<file path="src/rtl/interfaz_pspl_mc.sv">
// PS-PL command frontend serving N_CHAN PL backends over one PS command/data port.
// Commands and data are registered once; the FSM acts only on the registered copies.
module interfaz_pspl_mc #(
    parameter int DATA_WIDTH       = 32,
    parameter int BUFFER_IN_WIDTH  = 64,
    parameter int BUFFER_OUT_WIDTH = 64,
    parameter int N_CHAN           = 4,
    parameter int TIMEOUT_CYCLES   = 1024
) (
    input  logic                               clock,
    input  logic                               reset,
    input  logic [7:0]                         ctrl_in,
    output logic [7:0]                         ctrl_out,
    input  logic [DATA_WIDTH-1:0]              data_in,
    output logic [DATA_WIDTH-1:0]              data_out,
    output logic [N_CHAN-1:0]                  sync,
    input  logic [N_CHAN-1:0]                  ack,
    output logic [BUFFER_IN_WIDTH-1:0]         buffer_in,
    input  logic [N_CHAN*BUFFER_OUT_WIDTH-1:0] buffer_out,
    output logic                               error
);

    localparam int NW_IN  = (BUFFER_IN_WIDTH + DATA_WIDTH - 1) / DATA_WIDTH;
    localparam int NW_OUT = (BUFFER_OUT_WIDTH + DATA_WIDTH - 1) / DATA_WIDTH;
    localparam int NW_MAX = (NW_IN > NW_OUT) ? NW_IN : NW_OUT;
    localparam int KW     = $clog2(NW_MAX + 1);
    localparam int TW     = (TIMEOUT_CYCLES > 1) ? $clog2(TIMEOUT_CYCLES) : 1;

    localparam logic [3:0] S_IDLE       = 4'd0;
    localparam logic [3:0] S_RST        = 4'd1;
    localparam logic [3:0] S_RST_SYNC   = 4'd2;
    localparam logic [3:0] S_CALC       = 4'd3;
    localparam logic [3:0] S_CALC_SYNC  = 4'd4;
    localparam logic [3:0] S_SCAN       = 4'd5;
    localparam logic [3:0] S_SCAN_SYNC  = 4'd6;
    localparam logic [3:0] S_PRINT      = 4'd7;
    localparam logic [3:0] S_PRINT_SYNC = 4'd8;
    localparam logic [3:0] S_ERR        = 4'd9;

    localparam logic [3:0] CMD_IDLE       = 4'd0;
    localparam logic [3:0] CMD_RESET      = 4'd1;
    localparam logic [3:0] CMD_CALC       = 4'd2;
    localparam logic [3:0] CMD_SCAN       = 4'd3;
    localparam logic [3:0] CMD_PRINT      = 4'd4;
    localparam logic [3:0] CMD_SCAN_SYNC  = 4'd9;
    localparam logic [3:0] CMD_PRINT_SYNC = 4'd10;

    localparam logic [3:0] ST_TIMEOUT  = 4'd11;
    localparam logic [3:0] ST_BAD_CHAN = 4'd12;

    logic [7:0]            ctrl_q;
    logic [DATA_WIDTH-1:0] data_q;
    logic [3:0]            state;
    logic [3:0]            chan;
    logic [KW-1:0]         k;
    logic [TW-1:0]         tcnt;
    logic [1:0]            phase;
    logic                  ack_lo;
    logic [3:0]            err_code;

    logic [3:0]                 cmd;
    logic                       bad_chan;
    logic [N_CHAN-1:0]          chan_mask;
    logic                       ack_sel;
    logic [KW-1:0]              k_inc;
    logic                       timed_out;
    logic [BUFFER_IN_WIDTH-1:0] scan_next;
    logic [DATA_WIDTH-1:0]      print_word;
    logic [3:0]                 status;

    assign cmd       = ctrl_q[3:0];
    assign bad_chan  = ({1'b0, ctrl_q[7:4]} >= 5'(N_CHAN));
    assign ack_sel   = |(ack & chan_mask);
    assign k_inc     = (k == {KW{1'b1}}) ? k : k + 1'b1;
    assign timed_out = (TIMEOUT_CYCLES != 0) && (tcnt == TW'(TIMEOUT_CYCLES - 1));
    assign ctrl_out  = {chan, status};

    // NOTE: every always_comb output gets a default first so no path leaves it unassigned (no latch).
    always_comb begin
        chan_mask = '0;
        for (int c = 0; c < N_CHAN; c++)
            chan_mask[c] = (chan == 4'(c));
    end

    // Word k of the SCAN buffer is overwritten bit by bit; bits past the buffer width simply do not exist.
    always_comb begin
        scan_next = buffer_in;
        for (int b = 0; b < BUFFER_IN_WIDTH; b++)
            if (k == KW'(b / DATA_WIDTH))
                scan_next[b] = data_q[b % DATA_WIDTH];
    end

    always_comb begin
        print_word = '0;
        for (int c = 0; c < N_CHAN; c++)
            for (int b = 0; b < BUFFER_OUT_WIDTH; b++)
                if (chan == 4'(c) && k == KW'(b / DATA_WIDTH))
                    print_word[b % DATA_WIDTH] = buffer_out[c*BUFFER_OUT_WIDTH + b];
    end

    always_comb begin
        case (state)
            S_IDLE:       status = 4'd6;
            S_RST:        status = CMD_RESET;
            S_RST_SYNC:   status = 4'd7;
            S_CALC:       status = CMD_CALC;
            S_CALC_SYNC:  status = 4'd8;
            S_SCAN:       status = CMD_SCAN;
            S_SCAN_SYNC:  status = 4'd9;
            S_PRINT:      status = CMD_PRINT;
            S_PRINT_SYNC: status = 4'd10;
            S_ERR:        status = err_code;
            default:      status = 4'd6;
        endcase
    end

    // NOTE: all state here is updated with non-blocking assignments so every register sees pre-edge values.
    always_ff @(posedge clock) begin
        if (reset) begin
            ctrl_q    <= '0;
            data_q    <= '0;
            state     <= S_IDLE;
            chan      <= '0;
            k         <= '0;
            tcnt      <= '0;
            phase     <= '0;
            ack_lo    <= 1'b0;
            err_code  <= '0;
            data_out  <= '0;
            sync      <= '0;
            buffer_in <= '0;
            error     <= 1'b0;
        end else begin
            ctrl_q <= ctrl_in;
            data_q <= data_in;
            if (cmd == CMD_RESET && state != S_RST && state != S_RST_SYNC) begin
                state  <= S_RST;
                ack_lo <= 1'b0;
                sync   <= '0;
            end else begin
                case (state)
                    S_IDLE: begin
                        k     <= '0;
                        tcnt  <= '0;
                        phase <= '0;
                        if (cmd == CMD_CALC || cmd == CMD_SCAN || cmd == CMD_PRINT) begin
                            chan <= ctrl_q[7:4];
                            if (cmd != CMD_SCAN && bad_chan) begin
                                state    <= S_ERR;
                                err_code <= ST_BAD_CHAN;
                                error    <= 1'b1;
                            end else if (cmd == CMD_CALC)
                                state <= S_CALC;
                            else if (cmd == CMD_SCAN)
                                state <= S_SCAN;
                            else
                                state <= S_PRINT;
                        end
                    end
                    S_RST: begin
                        sync      <= '0;
                        buffer_in <= '0;
                        error     <= 1'b0;
                        k         <= '0;
                        tcnt      <= '0;
                        if (ack == '0) begin
                            ack_lo <= 1'b1;
                            if (ack_lo)
                                state <= S_RST_SYNC;
                        end else
                            ack_lo <= 1'b0;
                    end
                    S_RST_SYNC, S_CALC_SYNC:
                        if (cmd == CMD_IDLE) state <= S_IDLE;
                    S_CALC: begin
                        tcnt <= tcnt + 1'b1;
                        if (timed_out) begin
                            state    <= S_ERR;
                            sync     <= '0;
                            error    <= 1'b1;
                            err_code <= ST_TIMEOUT;
                        end else begin
                            // Request, wait for the ack to rise, drop the request, wait for the ack to fall.
                            case (phase)
                                2'd0: begin
                                    sync  <= chan_mask;
                                    phase <= 2'd1;
                                end
                                2'd1: if (ack_sel) begin
                                    sync  <= '0;
                                    phase <= 2'd2;
                                end
                                2'd2: if (!ack_sel) state <= S_CALC_SYNC;
                                default: phase <= 2'd0;
                            endcase
                        end
                    end
                    S_SCAN:
                        if (cmd == CMD_SCAN_SYNC) begin
                            buffer_in <= scan_next;
                            state     <= S_SCAN_SYNC;
                        end
                    S_SCAN_SYNC:
                        if (cmd == CMD_SCAN) begin
                            k     <= k_inc;
                            state <= S_SCAN;
                        end else if (cmd == CMD_IDLE)
                            state <= S_IDLE;
                    S_PRINT: begin
                        data_out <= print_word;
                        if (cmd == CMD_PRINT_SYNC) state <= S_PRINT_SYNC;
                    end
                    S_PRINT_SYNC:
                        if (cmd == CMD_PRINT) begin
                            k     <= k_inc;
                            state <= S_PRINT;
                        end else if (cmd == CMD_IDLE)
                            state <= S_IDLE;
                    S_ERR: begin
                        sync  <= '0;
                        error <= 1'b1;
                    end
                    default: state <= S_IDLE;
                endcase
            end
        end
    end

endmodule
</file>
<file path="config.mk">
export PLATFORM = sky130hd
export DESIGN_NAME = interfaz_pspl_mc
export DESIGN_NICKNAME = d
export VERILOG_FILES = /design/src/rtl/interfaz_pspl_mc.sv
export SDC_FILE = /design/constraint.sdc
export NUM_CORES = 1
export LEC_CHECK = 0
export ABC_AREA = 1
export CORE_AREA = 4 4 202 204
export CTS_BUF_LIST = sky130_fd_sc_hd__clkbuf_4
export CTS_CLUSTER_SIZE = 16
export DETAILED_ROUTE_END_ITERATION = 7
export DIE_AREA = 0 0 206 208
export PLACE_DENSITY = 0.48
export SLEW_MARGIN = 10
export SYNTH_ARGS = -nofsm -noshare
export SYNTH_HDL_FRONTEND = slang
export SYNTH_SLANG_ARGS = --single-unit
</file>
<file path="constraint.sdc">
create_clock -name clock -period 4.8 [get_ports clock]
set_clock_uncertainty 0.2 [all_clocks]
set_input_delay 0.48 -clock clock [delete_from_list [all_inputs] [get_ports clock]]
set_output_delay 0.48 -clock clock [all_outputs]
set_load 0.1 [all_outputs]
</file>
==> results.py, run 1 <==
metrics = {
    "cts": {
        "htreeDepth": 4,
        "ctsLongestPathBuffers": 2,
        "ctsHoldBuffers": 0,
        "cts_tree": "built",
        "cts.sinks": 167,
        "cts_setup_buffers": 0,
        "path_clk_slew_ns": 0.17,
        "cts_made_buffers": 17,
        "clkLatencyLatePin_ns": 0.60,
        "cts_resized": 0,
        "cts_root_buf": "clkbuf_4",
    },
    "sta": {
        "hold-worst-slack_ns": 0.1423,
        "finalSetupViolCount": 0,
        "tns_ns": 0,
        "setup_slack_ns": 0.9932,
        "post-route-period-util_pct": 79.31,
        "finalMaxSlewViolations": 0,
        "fmax_mhz": 262.7,
        "hold_viol": 0,
        "grt_setup_unrepaired": "false",
        "tightest_slew_ns": 1.209,
        "fin_crit_ns": 3.807,
        "slew_headroom_pct": 19.34,
    },
    "yosys": {
        "synth-compound-area-share_pct": 11.12,
        "synth_top_family_by_area": "simple AND/OR/NAND/NOR gates",
        "synth_seq_cells": 167,
        "synth.area.mux_share_pct": 0,
        "syn_nets": 1876,
        "synthAdderAreaFrac_pct": 0.5161,
        "synthSimpleGateAreaFrac_pct": 41.01,
        "synth_top_area_cell": "dfxtp_1",
        "ys_seq_area_share_pct": 34.47,
        "syn-cell-area_um2": 9698,
        "yosys.area.top_type_share_pct": 34.47,
        "avgSynthCellArea_um2": 6.177,
        "yosys_warnings": 0,
        "synth_area_leaders": "dfxtp_1 34%, nand2_1 14%, nor2_1 8.4%, inv_1 7.5%, nand4_1 6.9%",
        "synthesis.instances": 1570,
        "synth-xor-area-share_pct": 0,
        "synth.distinct_cells": 39,
    },
    "power": {
        "p_clk_share_pct": 13.5,
        "power_frac_comb_pct": 60.1,
        "switchingPower_mw": 3.612,
        "leakage_nw": 5.974,
        "total_power_mw": 6.593,
        "ir_worst_vdd_mv": 0.4532,
        "power_frac_seq_pct": 26.5,
        "p_per_area_nw_per_um2": 457.3,
        "p_int_mw": 2.980,
        "power.share.switching_pct": 54.80,
    },
    "worst_setup_path": {
        "crit_type": "reg -> out",
        "crit_slowest_cell": "clkdlybuf4s50_1",
        "r2r_start": "chan[0]",
        "regToRegSetupSlack_ns": 1.39,
        "required_ns": 4.12,
        "critical_path.endpoint": "ctrl_out[1]",
        "crit_path_cell_trace": "inv_1 > nand2_1 > nor2_4 > nor3_1 > nand3_1 > clkdlybuf4s50_1",
        "slowest_delay_ns": 1.13,
        "crit_start": "state[3]",
        "end_kind": "output pin",
        "rr_endpoint": "data_out[8]",
        "worstPathArrival_ns": 3.13,
        "worstPathMaxFanout": 15,
        "ff2ff_path_depth": 11,
        "crit_path_start_kind": "flop",
    },
    "cells_and_area": {
        "final_cells": 2459,
        "multi_input_area_um2": 5119,
        "final_common_cell": "clkdlybuf4s50_1",
        "drive_above_1_share_pct": 4.628,
        "nets": 2216,
        "regArea_um2": 3343,
        "finalInstanceArea_um2": 14420,
        "areaGrowthSynthToFinish_pct": 48.64,
        "nFillCells": 4400,
        "finish.utilization_pct": 36.70,
        "layout_common_cells": "409 x clkdlybuf4s50_1, 370 x nand2_1, 217 x nor2_1",
    },
    "place": {
        "place_area_um2": 14090,
        "dp_slack_ns": 1.460,
        "place.gp.congestion": 0.9070,
        "dp.cells": 2416,
        "post-dp-hpwl_um": 33200,
        "io_buffers": 410,
    },
    "global_route": {
        "antenna_found_initial": 17,
        "grt_max_degree": 72,
        "grt_pass1_vias": 11075,
        "grt_util_all_layers_pct": 20.31,
        "overflow": 0,
        "grt_first_pass_wirelength_um": 67430,
    },
    "floorplanning": {
        "start_util_pct": 24.69,
        "ios": 411,
        "core-area_um2": 39280,
        "die_y_um": 208,
        "die_area_um2": 42850,
        "die_w_um": 206,
        "fp-row-count": 73,
    },
    "routing": {
        "wirelength_um": 46000,
        "viasPerCell": 4.684,
        "drtPass1Iterations": 5,
        "num_vias": 11519,
        "drc": 0,
        "postRouteAntennaNets": 0,
        "drtIter0Drc": 752,
        "wl_per_cell_um": 18.71,
    },
    "run_status": {
        "status": "complete, no violations",
    },
    "job": {
        "cap_violations": 0,
    },
    "min_path": {
        "min_path_type": "in -> reg",
    },
}
kinds of logic after synthesis:
family / count (synthesis)
AND/OR/NAND/NOR: 888
buffers and inverters: 307
AO/OA/AOI/OAI: 204
flip-flops: 167
adder cells (fa/ha/maj): 4
cell usage after synthesis (all sizes together):
library cell	instances
dfxtp	167
o22ai	2
a31o	1
o221ai	1
or2	1
ha	4
nand2	375
nor3	38
nand3	127
o211ai	2
nand4	108
nor2	233
nor4	2
nand3b	3
o21ai	62
inv	202
buf	73
o31ai	1
a211oi	7
o211a	1
clkinv	1
a31oi	2
and3	1
a21oi	125
clkbuf	31
power by group through the flow:
| stage | clock (mW) | combinational (mW) | sequential [mW] |
|---|---|---|---|
| global placement | 0 | 3.98 | 1.78 |
| global route | 0.993 | 4.27 | 1.78 |
| floorplan | 0 | 1.73 | 2.93 |
| CTS | 0.945 | 3.99 | 1.75 |
| detailed placement | 0 | 3.98 | 1.77 |
| finish | 0.888 | 3.96 | 1.74 |
critical path, delay by kind of cell, from the launching register on:
family	cells	cell delay (ns)
buf+inv	2	1.37
simple gates	4	0.78
flops	1	0.38
final cells by class:
| class | instances | share of cell area, % |
|---|---|---|
| Timing Repair Buffer | 425 | 29.23 |
| Clock inverter | 14 | 1.094 |
| Clock buffer | 18 | 0.9374 |
| Multi-Input combinational cell | 1096 | 35.51 |
| Antenna cell | 11 | 0.1910 |
| Sequential cell | 167 | 23.19 |
| Inverter | 203 | 5.286 |
| Tap cell | 525 | 4.557 |
worst min path at each step:
stage / start / to / slack [ns] / depth (start not counted)
6_report: reset / data_q[9] / 0.14 / 2
5_1_grt: reset / data_out[13] / 0.08 / 2
4_1_cts: reset / buffer_in[38] / 0.07 / 2
3_5_place_dp: ctrl_q[5] / chan[1] / 0.25 / 2
3_3_place_gp: buffer_in[55] / buffer_in[55] / 0.25 / 2
2_1_floorplan: ctrl_q[5] / chan[1] / 0.23 / 2
registers in the layout, indices dropped and copies added, names as in the netlist:
register   flops
ack_lo         1
buffer_in     64
chan           4
ctrl_q         8
data_out      32
data_q        32
err_code       3
error          1
k              2
phase          2
state          4
sync           4
tcnt          10
per-layer routing:
metal  vias up  wire length (µm)  part of all wire, %  track usage [%]
met4        14              1095                  2.4            6.356
met3        61              4473                  9.7            7.419
met2       425             21100                   46            33.45
li1       5757                 -                    -                -
met5         -                99                 0.22                0
met1      5262             19230                   42            24.66
Power figures use the tool's default switching activity.
==> inputs of run 2 (changes only) <==
Clock period 4.8 ns to 3.9 ns, I/O delays scaled along.
==> results.py, run 2 (synthesized netlist as in run 1, its figures left out) <==
metrics = {
    "worst_setup_path": {
        "ff2ff_path_depth": 9,
        "crit_start": "chan[1]",
        "required_ns": 3.31,
        "crit_path_start_kind": "flop",
        "crit_type": "reg -> out",
        "path_depth": 1,
        "worstPathArrival_ns": 2.56,
        "worstPathMaxFanout": 7,
        "slowest_delay_ns": 1.28,
        "rr_endpoint": "data_out[3]",
        "crit_slowest_cell": "clkdlybuf4s50_1",
        "crit_path_cell_trace": "clkdlybuf4s50_1",
        "critical_path.endpoint": "ctrl_out[5]",
        "cp_top_family": "buffers and inverters",
        "end_kind": "output pin",
        "r2r_start": "chan[3]",
        "regToRegSetupSlack_ns": 0.98,
        "path_buf_inv": 1,
    },
    "cells_and_area": {
        "regArea_um2": 3343,
        "final_cells": 2458,
        "layout_common_cells": "405 x clkdlybuf4s50_1, 370 x nand2_1, 217 x nor2_1",
        "drive_above_1_share_pct": 5.031,
        "largest_register_ffs": 64,
        "top_regs": "buffer_in: 64 flops, data_out: 32 flops, data_q: 32 flops",
        "nFillCells": 4268,
        "final_common_cell": "clkdlybuf4s50_1",
        "nets": 2222,
        "largest_register": "buffer_in",
        "finish.utilization_pct": 36.73,
        "areaGrowthSynthToFinish_pct": 48.73,
        "multi_input_area_um2": 5119,
    },
    "cts": {
        "cts_made_buffers": 17,
        "cts_tree": "built",
        "path_clk_slew_ns": 0.17,
        "htreeDepth": 4,
        "cts.sinks": 167,
        "clkLatencyLatePin_ns": 0.61,
        "ctsLongestPathBuffers": 2,
        "cts_root_buf": "clkbuf_4",
    },
    "sta": {
        "fmax_mhz": 317.5,
        "hold-worst-slack_ns": 0.07471,
        "finalMaxSlewViolations": 0,
        "tightest_slew_ns": 1.158,
        "grt_setup_unrepaired": "false",
        "tns_ns": 0,
        "post-route-period-util_pct": 80.75,
        "finalSetupViolCount": 0,
        "fin_crit_ns": 3.149,
        "slew_headroom_pct": 22.58,
        "hold_viol": 0,
    },
    "floorplanning": {
        "fp-row-count": 73,
        "die_y_um": 208,
        "ios": 411,
        "die_area_um2": 42850,
        "die_w_um": 206,
        "core-area_um2": 39280,
        "start_util_pct": 24.69,
    },
    "global_route": {
        "grt_first_pass_wirelength_um": 67700,
        "antenna_found_initial": 9,
        "grt_max_degree": 71,
        "grt_pass1_vias": 11167,
        "overflow": 0,
        "grt_util_all_layers_pct": 20.41,
    },
    "job": {
        "cap_violations": 0,
    },
    "power": {
        "leakage_nw": 6.002,
        "total_power_mw": 8.127,
        "p_per_area_nw_per_um2": 563.5,
        "ir_worst_vdd_mv": 0.5713,
    },
    "routing": {
        "num_vias": 11580,
        "drtPass1Iterations": 7,
        "drc": 0,
        "wirelength_um": 46130,
        "drtIter0Drc": 720,
        "viasPerCell": 4.711,
        "wl_per_cell_um": 18.77,
        "postRouteAntennaNets": 0,
    },
    "run_status": {
        "status": "complete, no violations",
    },
    "place": {
        "post-dp-hpwl_um": 33030,
        "place.gp.congestion": 0.9201,
        "io_buffers": 410,
        "dp.cells": 2420,
    },
    "min_path": {
        "min_path_type": "in -> reg",
    },
}
run 2: cell types whose count changed in the layout (fill, tap and decap cells not counted), sizes merged:
cell and change:
clkinv +1, inv -1, dlygate4sd3 +2, diode -6, buf +8, clkinvlp -1
clkdlybuf4s50 -4
run 2: power breakdown:
| part | internal, mW | total [mW] | switching, mW |
|---|---|---|---|
| clock network | 0.342 | 1.08 | 0.734 |
| registers | 1.97 | 2.15 | 0.179 |
| logic | 1.34 | 4.90 | 3.56 |
| total | 3.66 | 8.13 | 4.47 |
run 2: layout make-up:
type | count | share of cell area (%)
Clock inverter | 13 | 0.9802
Inverter | 203 | 5.283
Sequential cell | 167 | 23.18
Timing Repair Buffer | 431 | 29.49
Clock buffer | 18 | 0.9369
Multi-Input combinational cell | 1096 | 35.49
Tap cell | 525 | 4.554
Antenna cell | 5 | 0.08675
run 2: worst min-delay path by stage:
stage	depth (start not counted)	endpoint	start
global placement	2	chan[1]	ctrl_q[5]
CTS	3	data_q[30]	data_in[30]
global route	3	data_q[3]	data_in[3]
floorplan	2	chan[1]	ctrl_q[5]
detailed placement	2	chan[1]	ctrl_q[5]
finish	3	data_q[30]	data_in[30]
run 2: per-stage QoR:
stage,cell area (µm²),worst slack (ns)
4_1_cts,14400,0.6577
2_1_floorplan,9698,0.9295
5_1_grt,14420,0.6154
6_report,14420,0.7506
3_5_place_dp,14110,0.9570
3_3_place_gp,14110,0.9995
run 2: routing by layer:
layer  wire, µm  vias up  part of all wire [%]  GRT usage (%)
met5         78        -                  0.17              0
met4       1477       10                   3.2          6.792
met3       4094       69                   8.9          6.858
met2      20990      411                    46          33.46
met1      19490     5323                    42          25.11
li1           -     5767                     -              -
run 2: what timing repair did:
item,in CTS,in global routing
resized for setup,0,0
endpoints found under the hold margin,22,1
setup buffers,0,0
hold buffers,1,1
